$ cat config.mk
export PLATFORM = sky130hd
export DESIGN_NAME = spi_master_seq
export DESIGN_NICKNAME = d
export VERILOG_FILES = /design/src/rtl/spi_master_pkg.sv /design/src/rtl/spi_master_seq_cnt.sv /design/src/rtl/spi_master_seq.sv
export SDC_FILE = /design/constraint.sdc
export NUM_CORES = 1
export LEC_CHECK = 0
export CAP_MARGIN = 0
export CORE_MARGIN = 3
export CORE_UTILIZATION = 55
export DETAILED_ROUTE_END_ITERATION = 7
export PLACE_DENSITY = 0.84
export SLEW_MARGIN = 10
export SYNTH_ARGS = -nofsm -noshare
export SYNTH_HDL_FRONTEND = slang
export SYNTH_SLANG_ARGS = --single-unit
$ cat constraint.sdc
create_clock -name clk -period 11.2 [get_ports clk]
set_clock_uncertainty 0.15 [all_clocks]
set_input_delay 3.36 -clock clk [delete_from_list [all_inputs] [get_ports clk]]
set_output_delay 3.36 -clock clk [all_outputs]
set_load 0.03 [all_outputs]
$ cat src/rtl/spi_master_pkg.sv
// Shared types and helpers for the SPI master transaction sequencer.
// Holds the state encoding, bus widths, guard-time defaults and length shaping.
package spi_master_pkg;

    localparam int SPI_LEN_W    = 16;
    localparam int WORD_W       = 32;
    localparam int CS_SETUP_DEF = 2;
    localparam int CS_HOLD_DEF  = 2;

    typedef enum logic [2:0] {
        ST_IDLE,
        ST_SETUP,
        ST_CMD,
        ST_ADDR,
        ST_DUMMY,
        ST_DATA,
        ST_HOLD
    } state_e;

    // Command/address length: clamp to one word, round down to whole nibbles in quad mode.
    function automatic logic [5:0] fit_len6(input logic [5:0] len, input logic quad);
        logic [5:0] clamped;
        clamped = (len > 6'd32) ? 6'd32 : len;
        return quad ? {clamped[5:2], 2'b00} : clamped;
    endfunction

    function automatic logic [SPI_LEN_W-1:0] fit_len16(input logic [SPI_LEN_W-1:0] len,
                                                       input logic quad);
        return quad ? {len[SPI_LEN_W-1:2], 2'b00} : len;
    endfunction

    // Right-aligned value moved to the MSBs so the engine shifts it out first.
    function automatic logic [WORD_W-1:0] left_align(input logic [WORD_W-1:0] value,
                                                     input logic [5:0] len);
        return (len == 6'd0) ? '0 : value << (6'd32 - len);
    endfunction

    // Phases run in a fixed order; zero-length phases are skipped.
    function automatic state_e next_phase(input state_e cur,
                                          input logic   cmd_nz,
                                          input logic   addr_nz,
                                          input logic   dummy_nz,
                                          input logic   data_nz);
        state_e nxt;
        nxt = ST_HOLD;
        if (data_nz && (cur inside {ST_SETUP, ST_CMD, ST_ADDR, ST_DUMMY})) nxt = ST_DATA;
        if (dummy_nz && (cur inside {ST_SETUP, ST_CMD, ST_ADDR}))          nxt = ST_DUMMY;
        if (addr_nz && (cur inside {ST_SETUP, ST_CMD}))                     nxt = ST_ADDR;
        if (cmd_nz && (cur == ST_SETUP))                                     nxt = ST_CMD;
        return nxt;
    endfunction

endpackage

$ cat src/rtl/spi_master_seq_cnt.sv
// 16-bit loadable down-counter with a zero flag; times the CS guard
// intervals (counting clk) and the dummy phase (counting SPI edges).
module spi_master_seq_cnt
    import spi_master_pkg::*;
(
    input  logic                 clk,
    input  logic                 rst,
    input  logic                 load,
    input  logic [SPI_LEN_W-1:0] load_val,
    input  logic                 en,
    output logic                 zero
);

    logic [SPI_LEN_W-1:0] cnt_q;
    logic [SPI_LEN_W-1:0] cnt_d;

    always_comb begin
        cnt_d = cnt_q;
        if (load) begin
            cnt_d = load_val;
        end else if (en && (cnt_q != '0)) begin
            cnt_d = cnt_q - 1'b1;
        end
    end

    // NOTE: sequential state uses non-blocking assignment so every flop samples pre-edge values.
    always_ff @(posedge clk or posedge rst) begin
        if (rst) begin
            cnt_q <= '0;
        end else begin
            cnt_q <= cnt_d;
        end
    end

    assign zero = (cnt_q == '0);

endmodule

$ cat src/rtl/spi_master_seq.sv
// SPI master transaction sequencer: frames one chip-select transaction per start
// and walks the shift engine through command, address, dummy and write-data phases.
module spi_master_seq
    import spi_master_pkg::*;
#(
    parameter int NUM_CS   = 4,
    parameter int CS_SETUP = CS_SETUP_DEF,
    parameter int CS_HOLD  = CS_HOLD_DEF
) (
    input  logic                      clk,
    input  logic                      rst,
    input  logic                      start,
    output logic                      busy,
    output logic                      eot,
    input  logic                      cfg_quad,
    input  logic [$clog2(NUM_CS)-1:0] cfg_csn_sel,
    input  logic [31:0]               cfg_cmd,
    input  logic [5:0]                cfg_cmd_len,
    input  logic [31:0]               cfg_addr,
    input  logic [5:0]                cfg_addr_len,
    input  logic [15:0]               cfg_dummy_len,
    input  logic [15:0]               cfg_data_len,
    input  logic [31:0]               wdata,
    input  logic                      wdata_valid,
    output logic                      wdata_ready,
    input  logic                      tx_edge,
    input  logic                      tx_clk_en,
    input  logic                      tx_done,
    input  logic                      tx_data_ready,
    output logic                      tx_en,
    output logic [15:0]               tx_counter,
    output logic                      tx_counter_upd,
    output logic [31:0]               tx_data,
    output logic                      tx_data_valid,
    output logic                      spi_clk_en,
    output logic [NUM_CS-1:0]         spi_csn
);

    localparam int CS_W = $clog2(NUM_CS);

    state_e               state_q,      state_d;
    logic [CS_W-1:0]      csn_sel_q,    csn_sel_d;
    logic                 quad_q,       quad_d;
    logic [WORD_W-1:0]    cmd_q,        cmd_d;
    logic [5:0]           cmd_len_q,    cmd_len_d;
    logic [WORD_W-1:0]    addr_q,       addr_d;
    logic [5:0]           addr_len_q,   addr_len_d;
    logic [SPI_LEN_W-1:0] dummy_len_q,  dummy_len_d;
    logic [SPI_LEN_W-1:0] data_len_q,   data_len_d;
    logic                 phase_first_q, phase_first_d;
    logic                 word_sent_q,  word_sent_d;
    logic                 eot_q,        eot_d;

    logic                 cnt_load;
    logic [SPI_LEN_W-1:0] cnt_val;
    logic                 cnt_en;
    logic                 cnt_zero;
    state_e               after_phase;

    spi_master_seq_cnt u_cnt (
        .clk      (clk),
        .rst      (rst),
        .load     (cnt_load),
        .load_val (cnt_val),
        .en       (cnt_en),
        .zero     (cnt_zero)
    );

    // NOTE: configuration flops are reset along with the FSM so nothing downstream ever sees X.
    always_ff @(posedge clk or posedge rst) begin
        if (rst) begin
            state_q       <= ST_IDLE;
            csn_sel_q     <= '0;
            quad_q        <= 1'b0;
            cmd_q         <= '0;
            cmd_len_q     <= '0;
            addr_q        <= '0;
            addr_len_q    <= '0;
            dummy_len_q   <= '0;
            data_len_q    <= '0;
            phase_first_q <= 1'b0;
            word_sent_q   <= 1'b0;
            eot_q         <= 1'b0;
        end else begin
            state_q       <= state_d;
            csn_sel_q     <= csn_sel_d;
            quad_q        <= quad_d;
            cmd_q         <= cmd_d;
            cmd_len_q     <= cmd_len_d;
            addr_q        <= addr_d;
            addr_len_q    <= addr_len_d;
            dummy_len_q   <= dummy_len_d;
            data_len_q    <= data_len_d;
            phase_first_q <= phase_first_d;
            word_sent_q   <= word_sent_d;
            eot_q         <= eot_d;
        end
    end

    assign after_phase = next_phase(state_q, cmd_len_q != '0, addr_len_q != '0,
                                    dummy_len_q != '0, data_len_q != '0);

    // NOTE: every signal gets a default before the case so no branch can infer a latch.
    always_comb begin
        state_d     = state_q;
        csn_sel_d   = csn_sel_q;
        quad_d      = quad_q;
        cmd_d       = cmd_q;
        cmd_len_d   = cmd_len_q;
        addr_d      = addr_q;
        addr_len_d  = addr_len_q;
        dummy_len_d = dummy_len_q;
        data_len_d  = data_len_q;
        eot_d       = 1'b0;
        cnt_load    = 1'b0;
        cnt_val     = '0;
        cnt_en      = 1'b0;

        unique case (state_q)
            ST_IDLE: begin
                if (start) begin
                    state_d     = ST_SETUP;
                    csn_sel_d   = cfg_csn_sel;
                    quad_d      = cfg_quad;
                    cmd_d       = cfg_cmd;
                    cmd_len_d   = fit_len6(cfg_cmd_len, cfg_quad);
                    addr_d      = cfg_addr;
                    addr_len_d  = fit_len6(cfg_addr_len, cfg_quad);
                    dummy_len_d = cfg_dummy_len;
                    data_len_d  = fit_len16(cfg_data_len, cfg_quad);
                    cnt_load    = 1'b1;
                    cnt_val     = SPI_LEN_W'(CS_SETUP - 1);
                end
            end
            ST_SETUP: begin
                if (cnt_zero) state_d = after_phase;
                else          cnt_en  = 1'b1;
            end
            ST_CMD, ST_ADDR, ST_DATA: begin
                if (tx_done) state_d = after_phase;
            end
            ST_DUMMY: begin
                // Dummy length counts SPI edges, so the counter only advances on tx_edge.
                if (tx_edge) begin
                    if (cnt_zero) state_d = after_phase;
                    else          cnt_en  = 1'b1;
                end
            end
            ST_HOLD: begin
                if (cnt_zero) begin
                    state_d = ST_IDLE;
                    eot_d   = 1'b1;
                end else begin
                    cnt_en = 1'b1;
                end
            end
            default: state_d = ST_IDLE;
        endcase

        if ((state_d == ST_DUMMY) && (state_q != ST_DUMMY)) begin
            cnt_load = 1'b1;
            cnt_val  = dummy_len_q - 1'b1;
        end else if ((state_d == ST_HOLD) && (state_q != ST_HOLD)) begin
            cnt_load = 1'b1;
            cnt_val  = SPI_LEN_W'(CS_HOLD - 1);
        end

        phase_first_d = (state_d != state_q) && (state_d inside {ST_CMD, ST_ADDR, ST_DATA});
        word_sent_d   = word_sent_q;
        if (phase_first_d)                       word_sent_d = 1'b0;
        else if (tx_data_valid && tx_data_ready) word_sent_d = 1'b1;
    end

    always_comb begin
        tx_en          = 1'b0;
        tx_counter     = '0;
        tx_counter_upd = 1'b0;
        tx_data        = '0;
        tx_data_valid  = 1'b0;
        spi_clk_en     = 1'b0;
        wdata_ready    = 1'b0;
        spi_csn        = '1;

        unique case (state_q)
            ST_CMD: begin
                tx_en          = 1'b1;
                spi_clk_en     = tx_clk_en;
                tx_counter     = SPI_LEN_W'(cmd_len_q);
                tx_counter_upd = phase_first_q;
                tx_data        = left_align(cmd_q, cmd_len_q);
                // One word per phase, offered only after the target load so the engine never chains.
                tx_data_valid  = !phase_first_q && !word_sent_q;
            end
            ST_ADDR: begin
                tx_en          = 1'b1;
                spi_clk_en     = tx_clk_en;
                tx_counter     = SPI_LEN_W'(addr_len_q);
                tx_counter_upd = phase_first_q;
                tx_data        = left_align(addr_q, addr_len_q);
                tx_data_valid  = !phase_first_q && !word_sent_q;
            end
            ST_DUMMY: begin
                spi_clk_en = 1'b1;
            end
            ST_DATA: begin
                tx_en          = 1'b1;
                spi_clk_en     = tx_clk_en;
                tx_counter     = data_len_q;
                tx_counter_upd = phase_first_q;
                tx_data        = wdata;
                tx_data_valid  = wdata_valid;
                wdata_ready    = tx_data_ready;
            end
            default: ;
        endcase

        if (state_q != ST_IDLE) spi_csn[csn_sel_q] = 1'b0;
    end

    assign busy = (state_q != ST_IDLE);
    assign eot  = eot_q;

endmodule

-- After elaboration in Yosys (flattened, before gate mapping)
Index checks and enable logic that the tools add are counted.
- register bits: 132
- bits in latches: 0
- RAM bits: 0
- memory bits (read-only): 0
- input bits: 151
- output and inout bits: 59
- logic and storage cells: 114
- memories: 0
- add/subtract/negate cells: 4
- $mul: 0
- divide/modulo/power cells: 0
- order comparisons: 4
- equality and inequality tests: 14
- shift operators: 2
- mux-type cells: 44
- bitwise operators: 1
- reduce and logical (&&, ||, !) cells: 33
- operator list (kind ; count):
    case mux 32 bit (3 select lines) ; 1
    2-to-1 mux 16 bit ; 4
    2-to-1 mux 32 bit ; 2
    left shift 32 x 6 -> 32 bit ; 2
    case mux 16 bit (3 select lines) ; 1
    nonzero test 16 bit ; 3
    subtractor 16 x 1 -> 16 bit, second input constant ; 2
    2-to-1 mux 3 bit ; 8
    equality test 3 bit, second input constant ; 6
    logical NOT 16 bit ; 1
    2-to-1 mux 1 bit ; 16
    case mux 3 bit (5 select lines) ; 1
    equality test 3 x 2 -> 1 bit, second input constant ; 4
    greater-than comparator 6 bit, second input constant ; 2
    logical NOT 6 bit ; 2
    2-to-1 mux 6 bit ; 2
    nonzero test 6 bit ; 2
    subtractor 6 bit, first input constant ; 2
    logical AND 1 bit ; 11
    nonzero test 3 bit ; 3
    2-to-1 mux 2 bit ; 4
    inequality test 3 bit, second input constant ; 2
    case mux 1 bit (2 select lines) ; 3
    nonzero test 2 bit ; 3
    13 further kinds ; 15

-- Logic depth before layout (Yosys ltp)
Gate-level depths: netlist (run 1).
- word-level depth: 15
- mapped depth: 14
- gate-level depth less buffers: 10

-- Modules after synthesis
A second synthesis (run 1) with hierarchy kept.
- cells, all modules: 1282
- area total of the unflattened synthesis: 10109.7 um^2
- by module, submodules not included (module ; times used ; cells an instance ; area an instance (um^2) ; sequential area each (um^2)):
    spi_master_seq ; 1 ; 1157 ; 9012.4 ; 2902.8
    spi_master_seq_cnt ; 1 ; 125 ; 1097.3 ; 400.4

-- Least setup slack after synthesis (run 1)
Ideal clock, no wire load.
- path kind: input to output
- from: input port wdata[29]
- to: output port tx_data[29]
- arrival: 4.054 ns
- data required time: 7.690 ns
- path slack: 3.636 ns
- stages on the path: 2
- path buffers: 0
- path through: a2111oi_0 > o21ai_0
- cells in the longest elaborated chain, start to end: 1
- ends and longest elaborated chain (item ; RTL line ; RTL):
    start, declared ; spi_master_seq.sv:23 ; input logic [31:0] wdata,
    case mux 32 bit (3 select lines) ; spi_master_seq.sv:184 ; unique case (state_q)
    end, declared ; spi_master_seq.sv:33 ; output logic [31:0] tx_data,
No other way between the ends.

-- Final worst setup path (run 1)
- from: input port wdata[26]
- to: output port tx_data[26]
Same word-level chain as after synthesis.

==> results.cfg, run 1 <==
[logic_synthesis]
synthSimpleGateAreaFrac = 0.266
yosys.area.top_type = dfrtp_1
synth_edf_count = 0
synthMuxAreaShare = 0.158
synthCells = 1186
ys_warn_count = 0
synth-xor-area-share = 0.0297
synthTopCellsByArea = dfrtp_1 34%, nand2_1 15%, mux4_2 10%
syn-num-nets = 1343
post_synth_num_cell_types = 76
synth_seq_area_share = 0.339
ys_ff_latch = 132
synth_flop_cell = dfrtp_1
synth_top_family_by_area = simple AND/OR/NAND/NOR gates
synthArstFlopShare = 1.00
yosys.area.top_type_share = 0.339
synthAdderAreaFrac = 0.00772
synth_compound_area_frac = 0.155
synth_area_sq_um = 9730
synth_area_per_cell_sq_um = 8.20

[sta]
fin_crit_sh = 0.758
fin_setup_tns_ps = 0
max_freq_mhz = 118
slew_viol_final = 0
hold_ws_ps = 342
worstMarginPinSlew_ps = 1180
min_period_ps = 8490
finalSetupViolations = 0
rsz0062_at_grt = no
slew-limit-headroom = 0.211
final_hold_viol_count = 0

[drt]
drcViolationCount = 0
wl_per_cell_um = 19.6
drt_iter0_drc = 1083
wl_met1_um = 12500
routed.top_layer = met5
wl_met3_um = 2830
viasPerCell = 6.16
wl_met2_um = 14800
first_pass_iters = 7
routed_wl_um = 31100
vias = 9755
ant_nets = 0

[clocking]
numCtsBuffers = 17
clk_latency_ps = 440
clockBufferDepth = 2
root_buffer = clkbuf_16
ctsHtreeMaxLevel = 4
cts_tree = yes
cts_sinks = 132
ctsResizeCount = 0
cts_hold_buf = 0
post-cts-setup-buffers = 0
clk_pin_slew_worst_paths_ps = 60

[setup_path]
cp.required_ps = 7690
crit_top_cell = clkdlybuf4s50_1
max_stage_delay_ps = 620
cp_slowest_cell = clkdlybuf4s50_1
arrival_ps = 4980
critPathKind = primary input to primary output
crit_family = buffers and inverters
critPathLaunchType = primary input
worstPathCellList = clkdlybuf4s50_1 > a211oi_1 > nand2_1 > clkdlybuf4s50_1
path_buf_inv = 2
cp_max_fo = 1
end_kind = primary output

[power_and_ir_drop]
power_density_nw_per_um2 = 85.6
p_leak_uw = 0.00523
vdd_ir_drop_max_mv = 0.104

[layout]
n_antenna_cell = 0
num-nets-final = 1503
seq_area_sq_um = 3310
fill_cells = 1355
area_delta_synth_final_pct = 27.9
drive_gt1_frac = 0.0905
fin_cells = 1584
multi_input_comb_area_sq_um = 6030

[grt]
grt_pass1_wl_um = 49300
grt_pass1_vias = 9298
grt_usage = 0.317
grt_start_max_net_pins = 114
antenna_found_initial = 1
grt-ovfl-total = 0

[die]
io_pins = 210
die_area_sq_um = 19300
initial_utilization = 0.563
die_h_um = 139
fp.dieW_um = 139
std_cell_rows = 48
core_area_sq_um = 17300

[outcome]
status = finished clean

[hold_path]
hp-class = register to register

[placed_design]
dp_cells = 1552
dp_hpwl_um = 22200
gp_congestion = 0.998
io_buffer_count = 209

[flow_run]
maxCapViolCount = 0
## worst register-to-register path, stage by stage, from the launching register on
cell       delay (ps)
dfrtp_2           730
inv_2             300
ha_1              330
or3b_1            440
o31ai_1           290
nand3_1           160
o2bb2ai_2         250
nand4_1           750
nand2_1           730
o22ai_1           170
## power by group
| part | leakage (uW) | switching [uW] | internal (uW) |
|---|---|---|---|
| clock | 0.000262 | 230 | 291 |
| sequential | 0.00174 | 0 | 477 |
| combinational | 0.00323 | 19.7 | 47.1 |
| total | 0.00523 | 250 | 815 |
## stage by stage
step | setup WS, ps | area [sq um] | total power [uW] | utilization
after floorplan | 3640 | 9730 | 495 | -
after global placement | 2740 | 11900 | 552 | 0.688
after detailed placement | 2740 | 11900 | 552 | 0.688
after CTS | 2740 | 12400 | 1070 | 0.719
after global routing | 2250 | 12400 | 1090 | 0.719
final | 2710 | 12400 | 1060 | 0.719
## cell families (layout without fill, tap and decap cells)
family / after synthesis / after routing
XOR/XNOR: 33 / 33
AO/OA/AOI/OAI: 226 / 226
buffers and inverters: 101 / 274
flip-flops: 132 / 132
adder cells (fa/ha/maj): 6 / 6
multiplexers: 97 / 97
AND/OR/NAND/NOR: 591 / 591
## routing by layer
layer	vias up	track usage
li1	4494	-
met1	4652	0.425
met2	527	0.501
met3	80	0.0772
met4	2	0.122
met5	-	0
## state kept, by name, summed over array words and instances, names as in the netlist
signal and count:
cmd_q 32, data_len_q 16, addr_q 32, addr_len_q 6, cmd_len_q 6, csn_sel_q 2, state_q 3, u_cnt.cnt_q 16
dummy_len_q 16, phase_first_q 1, eot 1, word_sent_q 1
## cell usage in the layout, fill, tap and decap left out, types with 10 or more instances in the layout
master           synthesis  layout
a211oi_1                20      20
mux4_2                  44      44
o22ai_1                 22      22
nand2b_1                13      13
nand2_1                397     396
nor3_1                  14      14
a21oi_1                 33      33
clkdlybuf4s50_1          0     209
and2_1                  14      13
clkbuf_16                0      17
o21ai_0                 49      48
mux2_2                  10      10
xnor2_1                 23      22
dfrtp_1                132     130
mux2i_1                 41      41
o21ai_1                 15      16
buf_4                    2      16
nor2_1                  65      65
a22o_1                  14      14
or3_1                   12      12
inv_1                   15      14
nor4_1                  16      16
nand3_1                 16      16
## final timing paths
path,from,end,slack (ps),cells past startpoint
max,wdata[26],tx_data[26],2710,4
min,cmd_q[31],cmd_q[31],340,2
max reg2reg,cmd_len_q[0],u_cnt.cnt_q[12],6740,9
min reg2reg,cmd_q[31],cmd_q[31],340,2
max in group asynchronous,rst,cmd_len_q[0],6080,3
min in group asynchronous,rst,data_len_q[8],3220,2
## Yosys cell counts, types with 4 or more instances
| library cell | n |
|---|---|
| nand3_1 | 16 |
| o31ai_1 | 4 |
| xor2_1 | 10 |
| a211oi_1 | 20 |
| o22ai_1 | 22 |
| o211ai_1 | 7 |
| mux2_2 | 10 |
| buf_2 | 20 |
| xnor2_1 | 23 |
| a31oi_1 | 5 |
| nor3b_1 | 4 |
| ha_1 | 6 |
| nor4_1 | 16 |
| nand4_1 | 4 |
| o21a_1 | 6 |
| dfrtp_1 | 132 |
| a22o_1 | 14 |
| nand2_1 | 397 |
| o21ai_0 | 49 |
| o21ai_1 | 15 |
| and2_1 | 14 |
| or3_1 | 12 |
| mux2i_1 | 41 |
| inv_1 | 15 |
| nor2b_1 | 6 |
| a311oi_1 | 6 |
| nor3_1 | 14 |
| o221ai_1 | 6 |
| nand2b_1 | 13 |
| mux4_2 | 44 |
| nor2_1 | 65 |
| clkbuf_1 | 57 |
| nand3b_1 | 6 |
| a22oi_1 | 5 |
| a21oi_1 | 33 |
## final cells by class
type                       count  share of cell area
inverter                      17             0.00533
clock inverter                13             0.00814
tap                          225              0.0226
multi-input combinational    953               0.485
timing repair buffer         225               0.178
sequential                   132               0.266
clock buffer                  19              0.0356
Note: power is estimated with default switching activity, not from simulation.
==> inputs of run 2 (changes only) <==
--- a/config.mk
+++ b/config.mk
@@ -7,9 +7,9 @@
 export LEC_CHECK = 0
 export CAP_MARGIN = 0
 export CORE_MARGIN = 3
-export CORE_UTILIZATION = 55
+export CORE_UTILIZATION = 52
 export DETAILED_ROUTE_END_ITERATION = 7
-export PLACE_DENSITY = 0.84
+export PLACE_DENSITY = 0.8
 export SLEW_MARGIN = 10
 export SYNTH_ARGS = -nofsm -noshare
 export SYNTH_HDL_FRONTEND = slang
==> constraint.sdc (replaced) <==
create_clock -name clk -period 7.95 [get_ports clk]
set_clock_uncertainty 0.15 [all_clocks]
set_input_delay 2.385 -clock clk [delete_from_list [all_inputs] [get_ports clk]]
set_output_delay 2.385 -clock clk [all_outputs]
set_load 0.03 [all_outputs]
==> run 2 against run 1 <==
Effect of this change:
- first-iteration DRC count down 3.8%
- via count fell by 1.3%
- utilization is 3.0 points lower
==> results.cfg, run 2 (same netlist as run 1, synthesis figures left out) <==
[sta]
slew_viol_final = 0
final_hold_viol_count = 0
min_period_ps = 7470
fin_crit_sh = 0.940
hold_ws_ps = 336
finalSetupViolations = 0
slew-limit-headroom = 0.257
fin_setup_tns_ps = 0
max_freq_mhz = 134
rsz0062_at_grt = no
worstMarginPinSlew_ps = 1110

[drt]
viasPerCell = 6.05
wl_met3_um = 2390
ant_nets = 0
drt_iter0_drc = 1042
drcViolationCount = 0
wl_met2_um = 14900
routed.top_layer = met4
routed_wl_um = 31800
wl_met1_um = 13400
wl_per_cell_um = 20.0
vias = 9625
first_pass_iters = 6

[layout]
num-nets-final = 1505
n_antenna_cell = 0
layout_common_cells = 396 x nand2_1, 209 x clkdlybuf4s50_1, 130 x dfrtp_1
top_regs = addr_q: 32 flops, cmd_q: 32 flops
drive_gt1_frac = 0.0918
area_delta_synth_final_pct = 28.5
layout_commonest_cell = nand2_1
fill_cells = 1466

[power_and_ir_drop]
p_leak_uw = 0.00525
vdd_ir_drop_max_mv = 0.134
power_density_nw_per_um2 = 125

[setup_path]
cp_max_fo = 37
end_kind = primary output
arrival_ps = 4940
cp.required_ps = 5410
critPathLaunchType = register
critPathKind = register to primary output

[grt]
grt-ovfl-total = 0
grt_usage = 0.312
grt_start_max_net_pins = 112
grt_pass1_vias = 9257
antenna_found_initial = 0
grt_pass1_wl_um = 50300

[placed_design]
dp_hpwl_um = 23300
io_buffer_count = 209
gp_congestion = 0.986

[clocking]
clk_latency_ps = 430
root_buffer = clkbuf_16
ctsResizeCount = 0
cts_hold_buf = 0
ctsHtreeMaxLevel = 4
cts_sinks = 132
numCtsBuffers = 17
clk_pin_slew_worst_paths_ps = 60
cts_tree = yes
clockBufferDepth = 2
post-cts-setup-buffers = 0

[die]
io_pins = 210
initial_utilization = 0.536
std_cell_rows = 49
die_area_sq_um = 20400
core_area_sq_um = 18100
die_h_um = 143
fp.dieW_um = 143

[hold_path]
hp-class = register to register

[flow_run]
maxCapViolCount = 0

[outcome]
status = finished clean
-- run 2: final cells by class --
class,count,area (sq um),area share
Inverter,17,66.3,0.00530
Multi-Input combinational cell,953,6040,0.483
Timing Repair Buffer,227,2230,0.178
Clock inverter,13,148,0.0118
Clock buffer,19,433,0.0346
Tap cell,229,287,0.0229
Sequential cell,132,3310,0.264
-- run 2: worst max-delay path, stage by stage, from the launching register on --
cell,delay (ps)
dfrtp_2,970
inv_2,200
ha_1,890
buf_4,400
mux2i_1,290
mux2i_1,130
mux2i_1,210
a211oi_1,100
a2111oi_0,490
o31ai_1,180
clkdlybuf4s50_1,630
-- run 2: worst paths after layout --
check,start,end,slack (ps),depth (start not counted)
max,cmd_len_q[0],tx_data[16],480,10
min,cmd_q[31],cmd_q[31],340,2
max reg2reg,cmd_len_q[0],u_cnt.cnt_q[12],3440,9
min reg2reg,cmd_q[31],cmd_q[31],340,2
max in group asynchronous,rst,cmd_len_q[0],4340,3
min in group asynchronous,rst,addr_q[31],2050,2
-- run 2: where the power goes --
part | total, uW | switching [uW] | internal, uW
Clock | 799 | 333 | 467
Sequential | 672 | 0 | 672
Combinational | 95.5 | 28.7 | 66.8
-- run 2: routing by layer --
| layer | global-route usage | up-vias |
|---|---|---|
| li1 | - | 4505 |
| met1 | 0.426 | 4587 |
| met2 | 0.498 | 459 |
| met3 | 0.0610 | 74 |
| met4 | 0.117 | 0 |
| met5 | 0 | - |
-- run 2: per-stage QoR --
step                cells  worst slack, ps  total power, uW  cell area, sq um  utilization
CTS                  1590              506             1570             12500        0.689
global placement     1558             1020              779             11900        0.657
global route         1590              105             1610             12500        0.689
floorplan            1186             1890              697              9730            -
finish               1590              476             1570             12500        0.689
detailed placement   1558              991              779             11900        0.657
==> inputs of run 3 (changes only) <==
--- a/config.mk
+++ b/config.mk
@@ -7,10 +7,11 @@
 export LEC_CHECK = 0
 export CAP_MARGIN = 0
 export CORE_MARGIN = 3
-export CORE_UTILIZATION = 52
+export CORE_UTILIZATION = 53
 export DETAILED_ROUTE_END_ITERATION = 7
 export PLACE_DENSITY = 0.8
 export SLEW_MARGIN = 10
 export SYNTH_ARGS = -nofsm -noshare
 export SYNTH_HDL_FRONTEND = slang
+export SYNTH_HIERARCHICAL = 1
 export SYNTH_SLANG_ARGS = --single-unit
==> run 3 against run 2 <==
Effect of this change:
- fmax is 6.6% higher
- clock power is 3.3% higher
- largest power group is now combinational cells
- utilization is 1.4 points higher
- critical endpoint is now tx_data[28]
==> results.cfg, run 3 <==
[outcome]
status = finished clean

[layout]
final_area_sq_um = 12900
top_regs = addr_q: 32 flops, cmd_q: 32 flops
fill_cells = 1508
fin_util = 0.704
layout_common_cells = 424 x nand2_1, 209 x clkdlybuf4s50_1, 132 x dfrtp_1
layout_commonest_cell = nand2_1
num-nets-final = 1589
area_delta_synth_final_pct = 27.6
n_antenna_cell = 0
drive_gt1_frac = 0.0949

[clocking]
cts_tree = yes
clk_pin_slew_worst_paths_ps = 60
ctsHtreeMaxLevel = 4
cts_sinks = 132
root_buffer = clkbuf_16
ctsResizeCount = 0
clockBufferDepth = 2
clk_latency_ps = 420
post-cts-setup-buffers = 0
numCtsBuffers = 17
cts_hold_buf = 0

[logic_synthesis]
synth_seq_area_share = 0.327
synthArstFlopShare = 1.00
yosys.area.top_type = dfrtp_1
yosysMostFrequentCell = nand2_1
ys_top_cells_by_count = 425 x nand2_1, 132 x dfrtp_1, 95 x nor2_1
synth_area_sq_um = 10100
post_synth_num_cell_types = 79
yosys.area.top_type_share = 0.327
syn-num-nets = 1438
synthCells = 1282
ys_ff_latch = 132
synthTopCellsByArea = dfrtp_1 33%, nand2_1 16%, mux4_2 8.5%
ys_warn_count = 6
synth_flop_cell = dfrtp_1
synth_edf_count = 0
synth_area_per_cell_sq_um = 7.89

[power_and_ir_drop]
clkPwrFrac = 0.120
vdd_ir_drop_max_mv = 0.321
internal_power_uw = 3340
p_sw_uw = 3560
p_leak_uw = 0.00561
power_frac_comb = 0.678
p_seq_frac = 0.202
power_density_nw_per_um2 = 535
swShare = 0.516

[die]
core_area_sq_um = 18300
io_pins = 210
fp.dieW_um = 144
die_h_um = 144
initial_utilization = 0.551
die_area_sq_um = 20800
std_cell_rows = 49

[setup_path]
arrival_ps = 4480
critPathLaunchType = register
critPathKind = register to primary output
reg2reg_slack_ps = 3580
worst-r2r-cell-count = 15
r2r-end = u_cnt/cnt_q[14]
cp_max_fo = 26
end_kind = primary output
cp.required_ps = 5410
rr_startpoint = u_cnt/cnt_q[0]

[hold_path]
min_path_cells = 2
holdPathEnd = cmd_q[31]
min_from = cmd_q[31]
hp-class = register to register

[sta]
fin_setup_tns_ps = 0
min_period_ps = 7010
slew_viol_final = 0
max_freq_mhz = 143
hold_ws_ps = 344
slew-limit-headroom = 0.184
rsz0062_at_grt = no
finalSetupViolations = 0
fin_crit_sh = 0.882
worstMarginPinSlew_ps = 1220
final_hold_viol_count = 0

[grt]
grt-ovfl-total = 0
grt_start_max_net_pins = 117
grt_pass1_vias = 9558
grt_usage = 0.302
grt_pass1_wl_um = 50200
antenna_found_initial = 0

[drt]
viasPerCell = 6.11
drt_iter0_drc = 902
first_pass_iters = 6
routed_wl_um = 31700
drcViolationCount = 0
wl_per_cell_um = 18.9
vias = 10200
ant_nets = 0

[placed_design]
gp_congestion = 1.01
dp_hpwl_um = 23000
io_buffer_count = 209
dpl_cell_area_sq_um = 12300

[flow_run]
maxCapViolCount = 0
-- run 3: metrics by stage --
step / worst slack [ps] / cells / power [uW]
6_report: 938 / 1673 / 6900
5_1_grt: 599 / 1673 / 7400
2_1_floorplan: 1430 / 1282 / 4740
3_3_place_gp: 1440 / 1643 / 5890
4_1_cts: 985 / 1673 / 6820
3_5_place_dp: 1440 / 1643 / 5940
-- run 3: per-layer routing --
layer / part of all wire / global-route usage / vias to the layer above / routed length [um]
li1: - / - / 4821 / -
met1: 0.41 / 0.408 / 4845 / 13000
met2: 0.48 / 0.487 / 486 / 15200
met3: 0.081 / 0.0642 / 77 / 2550
met4: 0.030 / 0.102 / 0 / 957
met5: 0 / 0 / - / 0
-- run 3: cell type report --
cell class | instances | area (sq um) | area share
Multi-Input combinational cell | 1039 | 6410 | 0.497
Timing Repair Buffer | 225 | 2210 | 0.172
Clock buffer | 18 | 429 | 0.0333
Sequential cell | 132 | 3300 | 0.256
Inverter | 18 | 70.1 | 0.00543
Clock inverter | 12 | 181 | 0.0141
Tap cell | 229 | 287 | 0.0222
-- run 3: worst max-delay path: stages (launching register included) --
cell and delay [ps]:
dfrtp_1 370, inv_1 380, ha_1 890, buf_4 340, mux4_2 540, nand2_1 90, and3_1 190, a211oi_1 60
a21oi_1 170, nor2_1 80, a221o_1 330, clkdlybuf4s50_1 610
-- run 3: logic make-up after synthesis --
kind of cell | count (synthesis) | synth area share
compound gates | 225 | 0.150
mux | 102 | 0.151
simple gates | 682 | 0.299
buf+inv | 111 | 0.0448
fa+ha+maj | 5 | 0.00619
xor+xnor | 25 | 0.0217
flops | 132 | 0.327
-- run 3: power groups by stage --
stage	logic, uW	registers, uW	clock network, uW
after floorplan	3520	1220	0
after global placement	4520	1360	0
after detailed placement	4560	1380	0
after CTS	4600	1380	838
after global routing	5100	1440	864
final	4680	1400	825
-- run 3: worst max-delay path by stage --
| stage | slack, ps | start | cells past startpoint | to |
|---|---|---|---|---|
| 2_1_floorplan | 1430 | addr_len_q[0] | 11 | tx_data[7] |
| 3_3_place_gp | 1440 | wdata[20] | 4 | tx_data[20] |
| 3_5_place_dp | 1440 | wdata[20] | 4 | tx_data[20] |
| 4_1_cts | 980 | cmd_len_q[0] | 11 | tx_data[28] |
| 5_1_grt | 600 | state_q[0] | 7 | tx_data[3] |
| 6_report | 940 | cmd_len_q[0] | 11 | tx_data[28] |
